`src/rtl/dmem_arbiter_if.sv`:
```
// rtl/dmem_arbiter_if.sv - bundled core, fabric and SRAM port 0 signals of the data-memory arbiter
//
// Purpose: groups every bus signal of dmem_arbiter into one interface.
//   slave  modport : the arbiter's view (takes requests, drives grants/responses and the SRAM pins)
//   master modport : the environment's view (requesters plus the SRAM macro)
// Signal groups:
//   core_*  : Ibex data port, req/gnt/rvalid handshake, we/be/addr/wdata/rdata, err
//   fab_*   : eFPGA fabric master, same shape as core, plus fab_lock_i
//   sram_*  : sky130 32x256 macro port 0 (csb0/web0 active low, wmask0, addr0, din0, dout0)
interface dmem_arbiter_if #(
  parameter int AW = 8
);
  logic          core_req_i;
  logic          core_gnt_o;
  logic          core_rvalid_o;
  logic          core_err_o;
  logic          core_we_i;
  logic [3:0]    core_be_i;
  logic [31:0]   core_addr_i;
  logic [31:0]   core_wdata_i;
  logic [31:0]   core_rdata_o;

  logic          fab_req_i;
  logic          fab_gnt_o;
  logic          fab_rvalid_o;
  logic          fab_err_o;
  logic          fab_we_i;
  logic [3:0]    fab_be_i;
  logic [31:0]   fab_addr_i;
  logic [31:0]   fab_wdata_i;
  logic [31:0]   fab_rdata_o;
  logic          fab_lock_i;

  logic          sram_csb0_o;
  logic          sram_web0_o;
  logic [3:0]    sram_wmask0_o;
  logic [AW-1:0] sram_addr0_o;
  logic [31:0]   sram_din0_o;
  logic [31:0]   sram_dout0_i;

  modport slave (
    input  core_req_i, core_we_i, core_be_i, core_addr_i, core_wdata_i,
    output core_gnt_o, core_rvalid_o, core_err_o, core_rdata_o,
    input  fab_req_i, fab_we_i, fab_be_i, fab_addr_i, fab_wdata_i, fab_lock_i,
    output fab_gnt_o, fab_rvalid_o, fab_err_o, fab_rdata_o,
    output sram_csb0_o, sram_web0_o, sram_wmask0_o, sram_addr0_o, sram_din0_o,
    input  sram_dout0_i
  );

  modport master (
    output core_req_i, core_we_i, core_be_i, core_addr_i, core_wdata_i,
    input  core_gnt_o, core_rvalid_o, core_err_o, core_rdata_o,
    output fab_req_i, fab_we_i, fab_be_i, fab_addr_i, fab_wdata_i, fab_lock_i,
    input  fab_gnt_o, fab_rvalid_o, fab_err_o, fab_rdata_o,
    input  sram_csb0_o, sram_web0_o, sram_wmask0_o, sram_addr0_o, sram_din0_o,
    output sram_dout0_i
  );
endinterface

```
`src/rtl/dmem_arbiter.sv`:
```
// rtl/dmem_arbiter.sv - round-robin arbiter sharing data SRAM port 0 between Ibex and the eFPGA fabric
//
// Purpose: zero-latency grant, one-cycle rvalid, round-robin between core and fabric, and a
//   bounded fabric lock (at most LOCK_MAX back-to-back locked grants, then one core-priority cycle).
// Ports:
//   clk   : block and SRAM clock
//   reset : asynchronous, active-high
//   bus   : dmem_arbiter_if.slave (core port, fabric port incl. fab_lock_i, SRAM port 0)
// Parameters:
//   AW       : SRAM word-address width, word index = addr[AW+1:2]
//   LOCK_MAX : locked fabric grants allowed before the core gets one priority cycle (1..255)
// Optional feature macro: DMEM_ARB_ADDR_CHECK_EN
//   defined   : nonzero addr[31:AW+2] is granted without touching the SRAM and answered with err
//   undefined : upper address bits alias, err outputs tied low
module dmem_arbiter #(
  parameter int AW       = 8,
  parameter int LOCK_MAX = 16
) (
  input  logic           clk,
  input  logic           reset,
  dmem_arbiter_if.slave  bus
);

  localparam logic [7:0] LOCK_MAX_C = 8'(LOCK_MAX);

  typedef enum logic {
    ST_IDLE,
    ST_LOCK
  } state_t;

  state_t     st, st_nxt;
  logic       last, last_nxt;        // 0 = core won last, 1 = fabric won last
  logic [7:0] lock_cnt, lock_cnt_nxt;
  logic       resp_core, resp_fab;

  logic       core_win, fab_win, any_win;
  logic       lock_prio;             // lock budget spent: core goes first this cycle
  logic       lock_hold;             // fabric owns the port this cycle

  logic        sel_we;
  logic [3:0]  sel_be;
  logic [31:0] sel_addr;
  logic [31:0] sel_wdata;
  logic        oob;

  // ---------------------------------------------------------------------------
  // State register
  // ---------------------------------------------------------------------------
  always_ff @(posedge clk or posedge reset) begin
    if (reset) begin
      st        <= ST_IDLE;
      last      <= 1'b1;
      lock_cnt  <= 8'd0;
      resp_core <= 1'b0;
      resp_fab  <= 1'b0;
    end else begin
      st        <= st_nxt;
      last      <= last_nxt;
      lock_cnt  <= lock_cnt_nxt;
      resp_core <= core_win;
      resp_fab  <= fab_win;
    end
  end

  // ---------------------------------------------------------------------------
  // Arbitration and lock next-state
  // ---------------------------------------------------------------------------
  always_comb begin
    core_win     = 1'b0;
    fab_win      = 1'b0;
    st_nxt       = st;
    last_nxt     = last;
    lock_cnt_nxt = lock_cnt;

    lock_prio = (st == ST_LOCK) && (lock_cnt == LOCK_MAX_C);
    // Dropping fab_lock_i releases the lock in the same cycle, so normal
    // arbitration already applies to this cycle.
    lock_hold = (st == ST_LOCK) && bus.fab_lock_i && !lock_prio;

    if (!reset) begin
      if (lock_hold) begin
        fab_win = bus.fab_req_i;
      end else if (lock_prio) begin
        core_win = bus.core_req_i;
        fab_win  = !bus.core_req_i && bus.fab_req_i;
      end else begin
        unique case ({bus.core_req_i, bus.fab_req_i})
          2'b10:   core_win = 1'b1;
          2'b01:   fab_win  = 1'b1;
          2'b11: begin
            // Tie: the side that did not win last time goes.
            core_win = last;
            fab_win  = !last;
          end
          default: ;
        endcase
      end

      if (core_win) last_nxt = 1'b0;
      if (fab_win)  last_nxt = 1'b1;

      if (fab_win && bus.fab_lock_i) begin
        st_nxt       = ST_LOCK;
        // A locked grant outside an ongoing hold (fresh or in the core-priority
        // cycle) starts a new budget.
        lock_cnt_nxt = lock_hold ? lock_cnt + 8'd1 : 8'd1;
      end else if (!lock_hold) begin
        st_nxt = ST_IDLE;
      end
      // Holding with no fabric request keeps LOCK and the count as they are.
    end
  end

  assign any_win = core_win || fab_win;

  // ---------------------------------------------------------------------------
  // SRAM port mux
  // ---------------------------------------------------------------------------
  always_comb begin
    sel_we    = bus.core_we_i;
    sel_be    = bus.core_be_i;
    sel_addr  = bus.core_addr_i;
    sel_wdata = bus.core_wdata_i;
    if (fab_win) begin
      sel_we    = bus.fab_we_i;
      sel_be    = bus.fab_be_i;
      sel_addr  = bus.fab_addr_i;
      sel_wdata = bus.fab_wdata_i;
    end
  end

`ifdef DMEM_ARB_ADDR_CHECK_EN
  logic resp_err;
  logic unused_addr_bits;

  assign oob              = |sel_addr[31:AW+2];
  assign unused_addr_bits = ^sel_addr[1:0];

  always_ff @(posedge clk or posedge reset) begin
    if (reset) resp_err <= 1'b0;
    else       resp_err <= any_win && oob;
  end

  assign bus.core_err_o = resp_core && resp_err;
  assign bus.fab_err_o  = resp_fab && resp_err;
`else
  logic unused_addr_bits;

  // Upper bits alias into the macro; byte offset is irrelevant for word access.
  assign oob              = 1'b0;
  assign unused_addr_bits = ^{sel_addr[31:AW+2], sel_addr[1:0]};

  assign bus.core_err_o = 1'b0;
  assign bus.fab_err_o  = 1'b0;
`endif

  always_comb begin
    bus.sram_csb0_o   = 1'b1;
    bus.sram_web0_o   = 1'b1;
    bus.sram_wmask0_o = 4'h0;
    bus.sram_addr0_o  = '0;
    bus.sram_din0_o   = 32'h0;
    if (any_win) begin
      // Out-of-range accesses are granted but never select the macro.
      bus.sram_csb0_o   = oob;
      bus.sram_web0_o   = ~sel_we;
      bus.sram_wmask0_o = sel_be;
      bus.sram_addr0_o  = sel_addr[AW+1:2];
      bus.sram_din0_o   = sel_wdata;
    end
  end

  // ---------------------------------------------------------------------------
  // Handshake outputs
  // ---------------------------------------------------------------------------
  assign bus.core_gnt_o    = core_win;
  assign bus.fab_gnt_o     = fab_win;
  assign bus.core_rvalid_o = resp_core;
  assign bus.fab_rvalid_o  = resp_fab;
  // Read data comes straight from the macro; only meaningful under rvalid.
  assign bus.core_rdata_o  = bus.sram_dout0_i;
  assign bus.fab_rdata_o   = bus.sram_dout0_i;

endmodule

```
`src/flat_wrapper.sv`:
```
// flat-port wrapper written by rule: the top's interface ports become plain ports
module dmem_arbiter_flat 
#(
  parameter int AW       = 8,
  parameter int LOCK_MAX = 16
)
  (clk, reset, bus_core_req_i, bus_core_we_i, bus_core_be_i, bus_core_addr_i, bus_core_wdata_i, bus_core_gnt_o, bus_core_rvalid_o, bus_core_err_o, bus_core_rdata_o, bus_fab_req_i, bus_fab_we_i, bus_fab_be_i, bus_fab_addr_i, bus_fab_wdata_i, bus_fab_lock_i, bus_fab_gnt_o, bus_fab_rvalid_o, bus_fab_err_o, bus_fab_rdata_o, bus_sram_csb0_o, bus_sram_web0_o, bus_sram_wmask0_o, bus_sram_addr0_o, bus_sram_din0_o, bus_sram_dout0_i);
  dmem_arbiter_if #(.AW(AW)) bus_i ();
  input  logic clk;
  input  logic reset;
  input wire logic [$bits(bus_i.core_req_i)-1:0] bus_core_req_i;
  input wire logic [$bits(bus_i.core_we_i)-1:0] bus_core_we_i;
  input wire logic [$bits(bus_i.core_be_i)-1:0] bus_core_be_i;
  input wire logic [$bits(bus_i.core_addr_i)-1:0] bus_core_addr_i;
  input wire logic [$bits(bus_i.core_wdata_i)-1:0] bus_core_wdata_i;
  output wire logic [$bits(bus_i.core_gnt_o)-1:0] bus_core_gnt_o;
  output wire logic [$bits(bus_i.core_rvalid_o)-1:0] bus_core_rvalid_o;
  output wire logic [$bits(bus_i.core_err_o)-1:0] bus_core_err_o;
  output wire logic [$bits(bus_i.core_rdata_o)-1:0] bus_core_rdata_o;
  input wire logic [$bits(bus_i.fab_req_i)-1:0] bus_fab_req_i;
  input wire logic [$bits(bus_i.fab_we_i)-1:0] bus_fab_we_i;
  input wire logic [$bits(bus_i.fab_be_i)-1:0] bus_fab_be_i;
  input wire logic [$bits(bus_i.fab_addr_i)-1:0] bus_fab_addr_i;
  input wire logic [$bits(bus_i.fab_wdata_i)-1:0] bus_fab_wdata_i;
  input wire logic [$bits(bus_i.fab_lock_i)-1:0] bus_fab_lock_i;
  output wire logic [$bits(bus_i.fab_gnt_o)-1:0] bus_fab_gnt_o;
  output wire logic [$bits(bus_i.fab_rvalid_o)-1:0] bus_fab_rvalid_o;
  output wire logic [$bits(bus_i.fab_err_o)-1:0] bus_fab_err_o;
  output wire logic [$bits(bus_i.fab_rdata_o)-1:0] bus_fab_rdata_o;
  output wire logic [$bits(bus_i.sram_csb0_o)-1:0] bus_sram_csb0_o;
  output wire logic [$bits(bus_i.sram_web0_o)-1:0] bus_sram_web0_o;
  output wire logic [$bits(bus_i.sram_wmask0_o)-1:0] bus_sram_wmask0_o;
  output wire logic [$bits(bus_i.sram_addr0_o)-1:0] bus_sram_addr0_o;
  output wire logic [$bits(bus_i.sram_din0_o)-1:0] bus_sram_din0_o;
  input wire logic [$bits(bus_i.sram_dout0_i)-1:0] bus_sram_dout0_i;
  assign bus_i.core_req_i = bus_core_req_i;
  assign bus_i.core_we_i = bus_core_we_i;
  assign bus_i.core_be_i = bus_core_be_i;
  assign bus_i.core_addr_i = bus_core_addr_i;
  assign bus_i.core_wdata_i = bus_core_wdata_i;
  assign bus_core_gnt_o = bus_i.core_gnt_o;
  assign bus_core_rvalid_o = bus_i.core_rvalid_o;
  assign bus_core_err_o = bus_i.core_err_o;
  assign bus_core_rdata_o = bus_i.core_rdata_o;
  assign bus_i.fab_req_i = bus_fab_req_i;
  assign bus_i.fab_we_i = bus_fab_we_i;
  assign bus_i.fab_be_i = bus_fab_be_i;
  assign bus_i.fab_addr_i = bus_fab_addr_i;
  assign bus_i.fab_wdata_i = bus_fab_wdata_i;
  assign bus_i.fab_lock_i = bus_fab_lock_i;
  assign bus_fab_gnt_o = bus_i.fab_gnt_o;
  assign bus_fab_rvalid_o = bus_i.fab_rvalid_o;
  assign bus_fab_err_o = bus_i.fab_err_o;
  assign bus_fab_rdata_o = bus_i.fab_rdata_o;
  assign bus_sram_csb0_o = bus_i.sram_csb0_o;
  assign bus_sram_web0_o = bus_i.sram_web0_o;
  assign bus_sram_wmask0_o = bus_i.sram_wmask0_o;
  assign bus_sram_addr0_o = bus_i.sram_addr0_o;
  assign bus_sram_din0_o = bus_i.sram_din0_o;
  assign bus_i.sram_dout0_i = bus_sram_dout0_i;
  dmem_arbiter #(.AW(AW), .LOCK_MAX(LOCK_MAX)) u_core (.clk(clk), .reset(reset), .bus(bus_i));
endmodule
```
`config.mk`:
```
export PLATFORM = sky130hd
export DESIGN_NAME = dmem_arbiter_flat
export DESIGN_NICKNAME = d
export VERILOG_FILES = /design/src/rtl/dmem_arbiter_if.sv /design/src/rtl/dmem_arbiter.sv /design/src/flat_wrapper.sv
export SDC_FILE = /design/constraint.sdc
export NUM_CORES = 1
export LEC_CHECK = 0
export ABC_AREA = 1
export BUFFER_PORTS_ARGS = -buffer_cell sky130_fd_sc_hd__buf_2
export CELL_PAD_IN_SITES_DETAIL_PLACEMENT = 0
export CELL_PAD_IN_SITES_GLOBAL_PLACEMENT = 1
export CORE_UTILIZATION = 17
export DETAILED_ROUTE_END_ITERATION = 10
export GPL_ROUTABILITY_DRIVEN = 0
export GPL_TIMING_DRIVEN = 0
export PLACE_DENSITY = 0.91
export SYNTH_ARGS = -nofsm -noshare
export SYNTH_HDL_FRONTEND = slang
export SYNTH_SLANG_ARGS = --single-unit
```
`constraint.sdc`:
```
create_clock -name clk -period 2.5 [get_ports clk]
set_input_delay 0.5 -clock clk [delete_from_list [all_inputs] [get_ports clk]]
set_output_delay 0.5 -clock clk [all_outputs]
set_load 0.05 [all_outputs]
```
==> reports/metrics.csv, run 1 <==
stage,metric,value,unit
final_layout,most_frequent_cells_in_the_layout,"sky130_fd_sc_hd__buf_2 (162), sky130_fd_sc_hd__buf_4 (92), sky130_fd_sc_hd__nand2_1 (70)",
detailed_routing,wl_per_cell,13.7,microns
final_layout,fill_cells,1196,
final_layout,layout_commonest_cell,sky130_fd_sc_hd__buf_2,
final_layout,synthToLayoutAreaGrowth,114,%
final_layout,final-instance-count-excl-fill,723,
place,port_buffers,208,
final_layout,layout.area.seq,303,sq um
final_layout,fin_nets,758,
sta,setup_repair_after_global_routing_missed_its_margin,true,
grt,largest_net_degree_at_the_start_of_global_routing,22,
grt,gr_usage_total,13.8,%
grt,global_route_wire_length_before_repair,14000,microns
sta,final_clock_skew,0.00292,ns
clock_tree,cts_inserted_buffers,3,
yosys,synth_seq_cells,12,
min_path,timing.hold.worst.class,input port to asynchronous set/reset pin,
clock_tree,clock_tree.buffer_depth,2,
die,die-area,0.0126,sq mm
die,initial_core_utilization,17.8,%
final_layout,multi_input_area,0.00138,sq mm
die,coreArea,0.0116,sq mm
flow_run,max_cap_viols,0,
die,num_rows,39,
detailed_routing,detailedRoute.firstIterationViolations,90,
worst_setup_path,crit_type,register to primary output,
sta,max_slew.worst_pin.slew,0.603,ns
run_status,run_status,"finished, violations left",
clock_tree,clock-root-buffer,sky130_fd_sc_hd__clkbuf_16,
clock_tree,worst_skew_late_latency,0.24,ns
yosys,syn-mean-instance-area,6.07,sq um
worst_setup_path,timing.critical_path.slowest_stage_cell,sky130_fd_sc_hd__dfrtp_2,
sta,max_freq,0.383,GHz
worst_setup_path,critical_path.top_delay_family,buffers and inverters,
sta,layout_setup_ws,-0.108,ns
sta,finalCritPeriodShare,104,%
run_status,violations,"DRC, setup timing",
place,dpl.hpwl,6900,microns
sta,final_hold_viol_count,0,
worst_setup_path,cp-end-kind,primary output,
worst_setup_path,critical_path.cell_chain,inv_2 -> ha_4 -> nand2_4 -> nor2_4 -> nand2_4 -> a21oi_4 -> nand2_2 -> inv_4 -> buf_12 -> clkbuf_16 -> nand2_2 -> nand2_2 -> buf_8,
sta,slew-limit-headroom,59.7,%
yosys,synth.area.top_cells,"sky130_fd_sc_hd__buf_4 (24%), sky130_fd_sc_hd__nand2_1 (23%), sky130_fd_sc_hd__nand4_1 (16%)",
detailed_routing,via_count,3075,
yosys,synth_top_area_cell,sky130_fd_sc_hd__buf_4,
yosys,syn_area,0.00206,sq mm
die,floorplan.die.height,112,microns
grt,first_global_vias,2852,
clock_tree,cts_tree,done,
detailed_routing,drtAntennaViolNets,0,
place,placed_cells_incl_taps,692,
detailed_routing,first_pass_iters,7,
worst_setup_path,critPathMaxStageDelay,0.41,ns
worst_setup_path,worst_r2r_startpoint,u_core.lock_cnt[0],
place,detailed_place.area,0.00329,sq mm
detailed_routing,detail_route.vias_per_cell,4.25,
sta,final_period_minus_worst_setup_slack,2.61,ns
worst_setup_path,r2r-end,u_core.lock_cnt[0],
final_layout,finish.instance_area,0.00442,sq mm
yosys,synthCells,340,
sta,final_max_slew_viol_count,0,
yosys,synth.top_cell.area_share,24.4,%
worst_setup_path,cp.required,2.00,ns
yosys,synth.distinct_cells,24,
clock_tree,clock_transition_at_the_register_clock_pins_on_the_worst_setup_and_hold_paths_after_cts,0.05,ns
yosys,synth-warning-count,0,
power,powerDensity,494,mW/mm^2
worst_setup_path,worst-endpoint-arrival,2.11,ns
worst_setup_path,crit_startpoint,u_core.lock_cnt[0],
worst_setup_path,critPathLaunchType,register,
worst_setup_path,cp.depth,13,
worst_setup_path,critical-path-top-cell-by-count,sky130_fd_sc_hd__nand2_2,
die,die-width,112,microns
power,p_leak,2.52,nW
worst_setup_path,worst_r2r_path_depth,12,
yosys,share_of_synthesized_area_occupied_by_flip_flops_and_latches,14.6,%
power,power.ir.vdd_worst,0.000192,V
grt,antenna_found_initial,0,
worst_setup_path,worstPathBufferInverterCount,5,
worst_setup_path,reg2reg_slack,0.63,ns
detailed_routing,routed_wirelength,9870,microns
detailed_routing,drc,9,
final_layout,final_layout_size_suffix_gt1_share,69.3,%
clock_tree,cts.htree.levels,1,
worst_setup_path,cp-endpoint,bus_sram_din0_o[10],
power,fin_total_pwr,0.00218,W
final_layout,antenna_cells_inserted,0,
die,floorplan.io_pins,291,
grt,grt-ovfl-total,0,
clock_tree,numClockSinks,12,
worst_setup_path,worst_path_fanout_max,8,
clock_tree,cts_hold_repair.buffers,0,
sta,timing.final.setup_violations,46,
==> stage by stage <==
stage / utilization, % / TNS [ns] / setup slack [ns] / hold slack, ns
6_report: 38.0 / -2.79 / -0.108 / 0.445
3_5_place_dp: 28.3 / -5.17 / -0.213 / 0.498
3_3_place_gp: 28.3 / -5.75 / -0.219 / 0.488
5_1_grt: 38.0 / -7.60 / -0.231 / 0.517
2_1_floorplan: - / 0 / 0.0390 / 0.464
4_1_cts: 35.3 / -3.20 / -0.143 / 0.451
==> registers in the layout, indices dropped and copies added, names as in the netlist <==
| signal | flops |
|---|---|
| u_core.last | 1 |
| u_core.st | 1 |
| u_core.bus.fab_rvalid_o | 1 |
| u_core.lock_cnt | 8 |
| u_core.bus.core_rvalid_o | 1 |
==> cell type report <==
type                    instances  share of cell area [%]
clock buffers                   4                    1.78
flip-flops and latches         12                    6.85
plain buffers                  87                    16.6
well taps                     143                    4.05
multi-input cells             227                    31.2
repair buffers                233                    38.0
inverters                      17                    1.56
==> routing by layer <==
layer	part of all wire [%]	global-route usage, %	wire, microns	vias up
met5	0	0	0	-
met3	6.0	1.89	594	9
met4	1.2	2.93	115	0
met2	54	26.5	5320	156
li1	-	-	-	1529
met1	39	16.0	3840	1381
==> repair_timing <==
| action | 4_1_cts | 5_1_grt |
|---|---|---|
| endpoints found under the setup margin | 48 | 48 |
| cloned | 3 | 5 |
| gates resized for setup | 179 | 66 |
| pin swaps | 20 | 12 |
| buffers inserted | 11 | 9 |
| endpoints found under the hold margin | 0 | 0 |
==> worst min-delay path by stage <==
stage	startpoint	to	slack [ns]	cells past startpoint
2_1_floorplan	u_core.lock_cnt[7]	u_core.lock_cnt[7]	0.46	2
3_3_place_gp	u_core.lock_cnt[7]	u_core.lock_cnt[7]	0.49	2
3_5_place_dp	u_core.lock_cnt[7]	u_core.lock_cnt[7]	0.50	2
4_1_cts	reset	u_core.lock_cnt[6]	0.45	3
5_1_grt	reset	u_core.st	0.52	3
6_report	reset	u_core.st	0.45	3
==> report_power, final <==
group	switching (W)	internal [W]	total (W)	leakage (nW)
Clock	0.0000915	0.000215	0.000307	0.0382
Sequential	0.0000171	0.000223	0.000240	0.157
Combinational	0.00101	0.000628	0.00164	2.33
Total	0.00112	0.00107	0.00218	2.52
==> kinds of logic after synthesis <==
kind of cell | after synthesis | share of synthesized area [%]
AO/OA/AOI/OAI | 4 | 1.33
XOR/XNOR | 3 | 1.27
adder cells (fa/ha/maj) | 2 | 1.21
buffers and inverters | 104 | 33.5
flip-flops | 12 | 14.6
other | 1 | 0.182
AND/OR/NAND/NOR | 214 | 47.9
==> synth_stat cells <==
library cell                 n
sky130_fd_sc_hd__nand4_1    53
sky130_fd_sc_hd__nor2_2      1
sky130_fd_sc_hd__nand3_2     2
sky130_fd_sc_hd__nor2_1     14
sky130_fd_sc_hd__buf_6       5
sky130_fd_sc_hd__nand2_1   128
sky130_fd_sc_hd__a21oi_2     2
sky130_fd_sc_hd__ha_1        2
sky130_fd_sc_hd__clkbuf_1    3
sky130_fd_sc_hd__conb_1      1
sky130_fd_sc_hd__xor2_1      2
sky130_fd_sc_hd__xnor2_1     1
sky130_fd_sc_hd__nand2_4     1
sky130_fd_sc_hd__inv_1      13
sky130_fd_sc_hd__buf_4      67
sky130_fd_sc_hd__buf_1       3
sky130_fd_sc_hd__nor2_4      1
sky130_fd_sc_hd__dfstp_2     1
sky130_fd_sc_hd__dfrtp_1    11
sky130_fd_sc_hd__buf_2       9
sky130_fd_sc_hd__inv_2       4
sky130_fd_sc_hd__nand2_2     4
sky130_fd_sc_hd__o21ai_0     2
sky130_fd_sc_hd__nand3_1    10
==> worst min-delay path: stages <==
cell                       delay (ns)
sky130_fd_sc_hd__buf_2           0.14
sky130_fd_sc_hd__inv_1           0.07
sky130_fd_sc_hd__clkbuf_2        0.43
Note: power is estimated with default switching activity, not from simulation.
==> inputs of run 2 (changes only) <==
--- a/config.mk
+++ b/config.mk
@@ -9,11 +9,12 @@
 export BUFFER_PORTS_ARGS = -buffer_cell sky130_fd_sc_hd__buf_2
 export CELL_PAD_IN_SITES_DETAIL_PLACEMENT = 0
 export CELL_PAD_IN_SITES_GLOBAL_PLACEMENT = 1
-export CORE_UTILIZATION = 17
+export CORE_AREA = 2 2 114 116
 export DETAILED_ROUTE_END_ITERATION = 10
+export DIE_AREA = 0 0 116 118
 export GPL_ROUTABILITY_DRIVEN = 0
 export GPL_TIMING_DRIVEN = 0
-export PLACE_DENSITY = 0.91
+export PLACE_DENSITY = 0.89
 export SYNTH_ARGS = -nofsm -noshare
 export SYNTH_HDL_FRONTEND = slang
 export SYNTH_SLANG_ARGS = --single-unit
==> constraint.sdc (replaced) <==
create_clock -name clk -period 3.3 [get_ports clk]
set_input_delay 0.66 -clock clk [delete_from_list [all_inputs] [get_ports clk]]
set_output_delay 0.66 -clock clk [all_outputs]
set_load 0.05 [all_outputs]
==> run 2 against run 1 <==
  * The flow now finishes without violations
  * Critical path depth down 3
  * Register-to-register slack improved by 0.78 ns
  * Worst hold slack improved by 0.061 ns
  * Sequential share of layout area increased by 2.0 points
  * Critical path type unchanged
  * Die area is 8.8% higher
  * Worst setup slack improved by 0.34 ns
  * Count of clock-buffer cells in the layout stayed put
  * Via count decreased by 7.4%
==> reports/metrics.csv, run 2 (synthesis gave the netlist of run 1 again) <==
stage,metric,value,unit,change
run_status,run_status,"finished, final reports clean",,
sta,layout_setup_ws,0.233,ns,+0.340 ns
grt,most_used_routing_layer_in_global_routing,met2,,
final_layout,synthToLayoutAreaGrowth,65.6,%,
grt,global_route_wire_length_before_repair,13200,microns,-5.7%
worst_setup_path,critical_path.cell_chain,inv_1 -> ha_1 -> nand2_2 -> nor2_4 -> nand2_4 -> nand3_2 -> buf_1 -> nand4_1 -> nand2_1 -> buf_2,,
detailed_routing,detail_route.vias_per_cell,3.93,,-7.6%
place,preCtsSetupSlack,0.265,ns,+0.478 ns
clock_tree,numClockSinks,12,,unchanged
sta,final_period_minus_worst_setup_slack,3.07,ns,
die,floorplan.die.height,118,microns,+5.2%
worst_setup_path,cp.required,2.64,ns,+0.64 ns
final_layout,finish.instance_area,0.00342,sq mm,-23%
flow_run,max_cap_viols,0,,unchanged
final_layout,antenna_cells_inserted,0,,unchanged
sta,final_clock_skew,0.00426,ns,+0.00134 ns
sta,timing.final.setup_violations,0,,-100%
worst_setup_path,critPathLaunchType,register,,
final_layout,multi_input_area,0.00108,sq mm,-22%
grt,antenna_found_initial,0,,unchanged
grt,grt_util_met1,14.8,%,-1.3 points
sta,setup_repair_after_global_routing_missed_its_margin,false,,
die,die-area,0.0137,sq mm,+8.8%
place,detailed_place.area,0.00332,sq mm,+1.0%
die,initial_core_utilization,16.6,%,-1.1 points
clock_tree,worst_skew_late_latency,0.25,ns,about the same
detailed_routing,first_pass_iters,4,,-3
place,dpl.hpwl,7150,microns,+3.5%
power,p_leak,2.11,nW,-16%
worst_setup_path,cp-end-kind,primary output,,
worst_setup_path,crit_type,register to primary output,,
sta,timing.setup.tns,0,ns,+2.79 ns
sta,max_slew.worst_pin.slew,1.13,ns,+0.531 ns
final_layout,final_layout_size_suffix_gt1_share,55.9,%,-13 points
clock_tree,cts_hold_repair.buffers,0,,unchanged
final_layout,fill_cells,1454,,+22%
min_path,hp-start,u_core.last,,
worst_setup_path,timing.critical_path.slowest_stage_cell,sky130_fd_sc_hd__dfrtp_1,,
final_layout,regMostFlops,u_core.lock_cnt,,
clock_tree,postCtsSetupRepairBufs,0,,-11
detailed_routing,drc,0,,-9
final_layout,most_frequent_cells_in_the_layout,"sky130_fd_sc_hd__buf_2 (217), sky130_fd_sc_hd__nand2_1 (128), sky130_fd_sc_hd__buf_4 (67)",,
grt,gr-usage-met3,1.34,%,-0.55 points
worst_setup_path,worst_path_fanout_max,10,,+2
power,power.ir.vdd_worst,0.000136,V,-29%
clock_tree,clock_transition_at_the_register_clock_pins_on_the_worst_setup_and_hold_paths_after_cts,0.05,ns,about the same
die,num_rows,41,,+5.1%
clock_tree,clock_tree.buffer_depth,2,,unchanged
power,powerDensity,393,mW/mm^2,-21%
detailed_routing,detailedRoute.firstIterationViolations,83,,-7.8%
final_layout,layout_commonest_cell,sky130_fd_sc_hd__buf_2,,
sta,final_hold_viol_count,0,,unchanged
worst_setup_path,crit_startpoint,u_core.lock_cnt[0],,
grt,first_global_vias,2695,,-5.5%
clock_tree,cts_inserted_buffers,3,,unchanged
die,floorplan.io_pins,291,,unchanged
grt,largest_net_degree_at_the_start_of_global_routing,22,,unchanged
detailed_routing,routed_wirelength,8640,microns,-12%
sta,final_max_slew_viol_count,0,,unchanged
die,die-width,116,microns,+3.4%
sta,finalCritPeriodShare,92.9,%,
final_layout,largest_reg_flops,8,,unchanged
die,coreArea,0.0124,sq mm,+6.9%
final_layout,layout.area.seq,302,sq um,-0.41%
detailed_routing,drtAntennaViolNets,0,,unchanged
final_layout,fin_nets,731,,-3.6%
worst_setup_path,worst-endpoint-arrival,2.41,ns,+0.30 ns
worst_setup_path,critPathMaxStageDelay,0.46,ns,+0.05 ns
grt,grt_met2_use,22.1,%,-4.5 points
place,port_buffers,208,,unchanged
sta,max_freq,0.326,GHz,
worst_setup_path,worst_r2r_startpoint,u_core.lock_cnt[0],,
grt,gr_usage_total,12.1,%,-1.7 points
clock_tree,cts.htree.levels,1,,unchanged
clock_tree,cts_tree,done,,
sta,slew-limit-headroom,24.4,%,-35 points
min_path,timing.hold.worst.class,register to register,,
clock_tree,clock-root-buffer,sky130_fd_sc_hd__clkbuf_16,,
grt,grt-ovfl-total,0,,unchanged
detailed_routing,wl_per_cell,11.9,microns,-13%
detailed_routing,via_count,2848,,-7.4%
run 2: cell types whose count changed in the layout (fill, tap and decap cells not counted), moves of 16 or more:
cell,previous run,this run
sky130_fd_sc_hd__buf_2,162,217
sky130_fd_sc_hd__buf_4,92,67
sky130_fd_sc_hd__buf_6,21,5
sky130_fd_sc_hd__buf_8,35,0
sky130_fd_sc_hd__nand2_1,70,128
sky130_fd_sc_hd__nand2_2,44,3
sky130_fd_sc_hd__nand2_4,20,2
run 2: final timing paths:
check	end	slack, ns	cells past startpoint
setup reg to reg	u_core.lock_cnt[1]	1.41	10
hold reg to reg	u_core.last	0.51	2
max in group asynchronous	u_core.lock_cnt[6]	1.79	3
min in group asynchronous	u_core.lock_cnt[5]	0.83	3
hold / removal	u_core.last	0.51	2
setup / recovery	bus_sram_din0_o[21]	0.23	10
run 2: report_power, final:
part | leakage (nW) | internal, W | switching [W]
Combinational | 1.91 | 0.000247 | 0.000651
Sequential | 0.158 | 0.000168 | 0.0000195
Clock | 0.0442 | 0.000184 | 0.0000728
run 2: final cells by class:
type | count | share of cell area [%]
well taps | 172 | 6.30
repair buffers | 208 | 30.5
multi-input cells | 225 | 31.6
flip-flops and latches | 12 | 8.82
plain buffers | 87 | 18.3
inverters | 17 | 1.87
clock buffers | 4 | 2.60
run 2: worst max-delay path, delay by kind of cell (launching register included):
kind	cells	cell delay, ns
flops	1	0.46
buf+inv	3	0.75
fa+ha+maj	1	0.16
simple gates	6	0.77
run 2: routing by layer:
metal,vias up,part of all wire [%]
met5,-,0
met4,0,1.4
met3,6,6.3
met2,134,50
met1,1241,42
li1,1467,-
run 2: what timing repair did:
item / 4_1_cts / 5_1_grt
resized for setup: 0 / 1
endpoints found under the setup margin: 0 / 1
endpoints found under the hold margin: 0 / 0
run 2: through the flow:
stage | hold slack [ns] | std cells | total power, W | util, %
2_1_floorplan | 0.464 | 341 | 0.000864 | -
3_3_place_gp | 0.483 | 721 | 0.00109 | 26.8
3_5_place_dp | 0.501 | 721 | 0.00109 | 26.8
4_1_cts | 0.510 | 725 | 0.00135 | 27.5
5_1_grt | 0.546 | 725 | 0.00142 | 27.5
6_report | 0.506 | 725 | 0.00134 | 27.5
==> inputs of run 3 (changes only) <==
--- a/config.mk
+++ b/config.mk
@@ -5,16 +5,15 @@
 export SDC_FILE = /design/constraint.sdc
 export NUM_CORES = 1
 export LEC_CHECK = 0
-export ABC_AREA = 1
 export BUFFER_PORTS_ARGS = -buffer_cell sky130_fd_sc_hd__buf_2
 export CELL_PAD_IN_SITES_DETAIL_PLACEMENT = 0
 export CELL_PAD_IN_SITES_GLOBAL_PLACEMENT = 1
-export CORE_AREA = 2 2 114 116
+export CORE_AREA = 2 2 112 114
 export DETAILED_ROUTE_END_ITERATION = 10
-export DIE_AREA = 0 0 116 118
+export DIE_AREA = 0 0 114 116
 export GPL_ROUTABILITY_DRIVEN = 0
 export GPL_TIMING_DRIVEN = 0
-export PLACE_DENSITY = 0.89
+export PLACE_DENSITY = 0.84
 export SYNTH_ARGS = -nofsm -noshare
 export SYNTH_HDL_FRONTEND = slang
 export SYNTH_SLANG_ARGS = --single-unit
==> run 3 against run 2 <==
  * Area after synthesis down 19%
  * Power is 9.8% lower
  * Utilization decreased by 2.3 points
  * Wire length is 23% lower
  * Register-to-register slack worse by 0.17 ns
  * Sequential share of layout area grew 1.2 points
  * First-iteration DRC count shrank 35%
  * Flip-flop and latch count unchanged
  * Maximum frequency fell by 3.8%
  * Global-route usage fell by 3.8 points
==> reports/metrics.csv, run 3 <==
stage,metric,value,unit,change
power,power.ir.vdd_worst,0.000230,V,+69%
yosys,synth.area.top_cells,"sky130_fd_sc_hd__buf_4 (30%), sky130_fd_sc_hd__a22o_1 (23%), sky130_fd_sc_hd__dfrtp_1 (16%)",,
final_layout,antenna_cells_inserted,0,,unchanged
sta,timing.final.setup_violations,0,,unchanged
min_path,timing.hold.worst.class,input port to asynchronous set/reset pin,,
worst_setup_path,reg2reg_slack,1.24,ns,-0.17 ns
grt,first_global_vias,2068,,-23%
die,initial_core_utilization,14.1,%,-2.5 points
place,dpl.hpwl,5700,microns,-20%
yosys,largest_family_of_logic_cells_by_synthesized_area,buffers and inverters,,
yosys,syn-mean-instance-area,8.51,sq um,+40%
detailed_routing,via_count,2267,,-20%
yosys,postSynth.asyncResetShare,100,%,unchanged
yosys,synth.distinct_cells,35,,+46%
sta,final_clock_skew,0.00123,ns,-0.00302 ns
yosys,post-synth-top-count-cell,sky130_fd_sc_hd__buf_4,,
sta,finalCritPeriodShare,96.6,%,+3.6 points
sta,slew-limit-headroom,51.7,%,+27 points
flow_run,max_cap_viols,0,,unchanged
clock_tree,cts_tree,done,,
final_layout,most_frequent_cells_in_the_layout,"sky130_fd_sc_hd__buf_2 (210), sky130_fd_sc_hd__buf_4 (68), sky130_fd_sc_hd__a22o_1 (44)",,
final_layout,regMostFlops,u_core.lock_cnt,,
die,coreArea,0.0119,sq mm,-4.1%
sta,hold_ws,0.484,ns,-0.0216 ns
final_layout,synthToLayoutAreaGrowth,79.4,%,
final_layout,final_layout_size_suffix_gt1_share,71.0,%,+15 points
yosys,synth_seq_cells,12,,unchanged
yosys,synth_ff_type,sky130_fd_sc_hd__dfrtp_1,,
sta,final_hold_viol_count,0,,unchanged
worst_setup_path,worstPathBufferInverterCount,4,,+1
sta,max_slew.worst_pin.slew,0.717,ns,-0.417 ns
sta,timing.setup.tns,0,ns,unchanged
detailed_routing,detail_route.vias_per_cell,4.07,,+3.6%
yosys,post_synth_mux_area_share,0,%,unchanged
place,preCtsSetupSlack,0.251,ns,-0.0142 ns
worst_setup_path,critical_path.top_delay_family,buffers and inverters,,
place,port_buffers,208,,unchanged
yosys,synthCells,197,,-42%
sta,final_period_minus_worst_setup_slack,3.19,ns,+0.120 ns
place,detailed_place.area,0.00291,sq mm,-13%
sta,layout_setup_ws,0.113,ns,-0.120 ns
detailed_routing,drtAntennaViolNets,0,,unchanged
clock_tree,clock_transition_at_the_register_clock_pins_on_the_worst_setup_and_hold_paths_after_cts,0.04,ns,about the same
worst_setup_path,timing.critical_path.slowest_stage_cell,sky130_fd_sc_hd__dfrtp_1,,
die,num_rows,40,,-2.4%
yosys,share_of_synthesized_area_occupied_by_flip_flops_and_latches,18.0,%,+3.4 points
yosys,synth_simple_gate_area_share,12.5,%,-35 points
yosys,synth_enable_flop_cells,0,,unchanged
clock_tree,cts.htree.levels,1,,unchanged
power,p_leak,1.80,nW,-15%
final_layout,largest_reg_flops,8,,unchanged
worst_setup_path,worst-endpoint-arrival,2.53,ns,+0.12 ns
detailed_routing,wl_per_cell,12.0,microns,+0.53%
final_layout,fin_nets,588,,-20%
yosys,most_used_standard_cells_in_the_synthesized_netlist,"sky130_fd_sc_hd__buf_4 (68), sky130_fd_sc_hd__a22o_1 (44), sky130_fd_sc_hd__dfrtp_1 (11)",,
yosys,synth-warning-count,0,,unchanged
die,die-width,114,microns,-1.7%
worst_setup_path,critPathMaxStageDelay,0.42,ns,-0.04 ns
grt,antenna_found_initial,0,,unchanged
clock_tree,clock_tree.buffer_depth,2,,unchanged
detailed_routing,routed_wirelength,6680,microns,-23%
grt,largest_net_degree_at_the_start_of_global_routing,13,,-41%
worst_setup_path,crit_type,register to primary output,,
final_layout,final_util,25.3,%,-2.3 points
clock_tree,clock-root-buffer,sky130_fd_sc_hd__clkbuf_16,,
worst_setup_path,cp.required,2.64,ns,about the same
clock_tree,numClockSinks,12,,unchanged
grt,grt-ovfl-total,0,,unchanged
detailed_routing,first_pass_iters,4,,unchanged
yosys,synth.top_cell.area_share,30.4,%,+6.1 points
yosys,synth-xor-area-share,0,%,-1.3 points
power,powerDensity,403,mW/mm^2,+2.5%
die,floorplan.io_pins,291,,unchanged
final_layout,finish.instance_area,0.00301,sq mm,-12%
detailed_routing,drc,0,,unchanged
worst_setup_path,worst_path_fanout_max,10,,unchanged
worst_setup_path,critical_path.cell_chain,inv_1 -> ha_1 -> and4bb_1 -> a22oi_1 -> nor3_4 -> clkbuf_4 -> buf_4 -> a22o_1 -> buf_2,,
sta,max_freq,0.314,GHz,-3.8%
final_layout,fill_cells,1300,,-11%
die,floorplan.die.height,116,microns,-1.7%
clock_tree,cts_inserted_buffers,3,,unchanged
worst_setup_path,cp-end-kind,primary output,,
sta,final_max_slew_viol_count,0,,unchanged
sta,setup_repair_after_global_routing_missed_its_margin,false,,
yosys,post_synth_fa_ha_maj_area_fraction,1.49,%,+0.28 points
yosys,syn_area,0.00168,sq mm,-19%
clock_tree,worst_skew_late_latency,0.24,ns,about the same
detailed_routing,detailedRoute.firstIterationViolations,54,,-35%
die,die-area,0.0132,sq mm,-3.4%
grt,gr_usage_total,8.25,%,-3.8 points
run_status,run_status,"finished, final reports clean",,
yosys,synth_top_area_cell,sky130_fd_sc_hd__buf_4,,
final_layout,layout_commonest_cell,sky130_fd_sc_hd__buf_2,,
worst_setup_path,critPathLaunchType,register,,
yosys,synth_compound_area_share,32.5,%,+31 points
grt,global_route_wire_length_before_repair,8900,microns,-32%
run 3: cell types whose count changed in the layout (fill, tap and decap cells not counted), sizes merged, moves of 3 or more:
cell	before	now
and3	0	3
buf	292	281
a211o	0	3
nand4	53	1
nor3	0	3
inv	17	6
o21ai	2	5
nand2	133	6
a22o	0	44
nor2	16	2
nand3	12	7
run 3: cell families after synthesis:
| kind of cell | count (synthesis) |
|---|---|
| DFF | 12 |
| AOI/OAI and AO/OA | 67 |
| adders and majority gates | 2 |
| buffers and inverters | 82 |
| and+or+nand+nor | 33 |
| other | 1 |
run 3: cell type report:
class                           instances  area, sq um  share of cell area, %
Timing Repair Buffer                  208         1050                   34.8
Tap cell                              147          184                   6.11
Inverter                                6         22.5                  0.749
Clock buffer                            4         88.8                   2.95
Multi-Input combinational cell        104          793                   26.4
Sequential cell                        12          302                   10.0
Buffer                                 76          572                   19.0
run 3: worst paths after layout:
path | start | end | cells after the start
max | u_core.lock_cnt[0] | bus_sram_din0_o[28] | 9
min in group clk | u_core.last | u_core.last | 2
max reg2reg | u_core.lock_cnt[0] | u_core.lock_cnt[1] | 6
min | reset | u_core.st | 2
min reg2reg | u_core.last | u_core.last | 2
max in group asynchronous | reset | u_core.last | 2
run 3: metal layers:
layer  wire (microns)  track usage, %  vias up
met5                0               0        -
met4               59            1.46        0
met3              669            1.10        7
met2             3730            18.2      159
met1             2220            7.98     1016
li1                 -               -     1085
run 3: timing repair:
action / 4_1_cts / 5_1_grt
endpoints found under the hold margin: 0 / 0
hold buffers: 0 / 0
endpoints found under the setup margin: 3 / 14
resized for setup: 1 / 3
setup buffers: 0 / 0
run 3: worst register-to-register path, delay by kind of cell (launching register included):
kind	cells	cell delay [ns]
compound gates	3	0.94
flops	1	0.42
simple gates	1	0.32
fa+ha+maj	1	0.14
buf+inv	1	0.08
run 3: stage by stage:
stage	cells	total power [W]
after global routing	557	0.00127
after detailed placement	553	0.000959
after floorplan	198	0.000773
final	557	0.00121
after CTS	557	0.00121
after global placement	553	0.000951
run 3: power breakdown:
part | internal [W] | switching (W)
Combinational | 0.000244 | 0.000505
Sequential | 0.000179 | 0.0000378
Clock | 0.000183 | 0.0000630
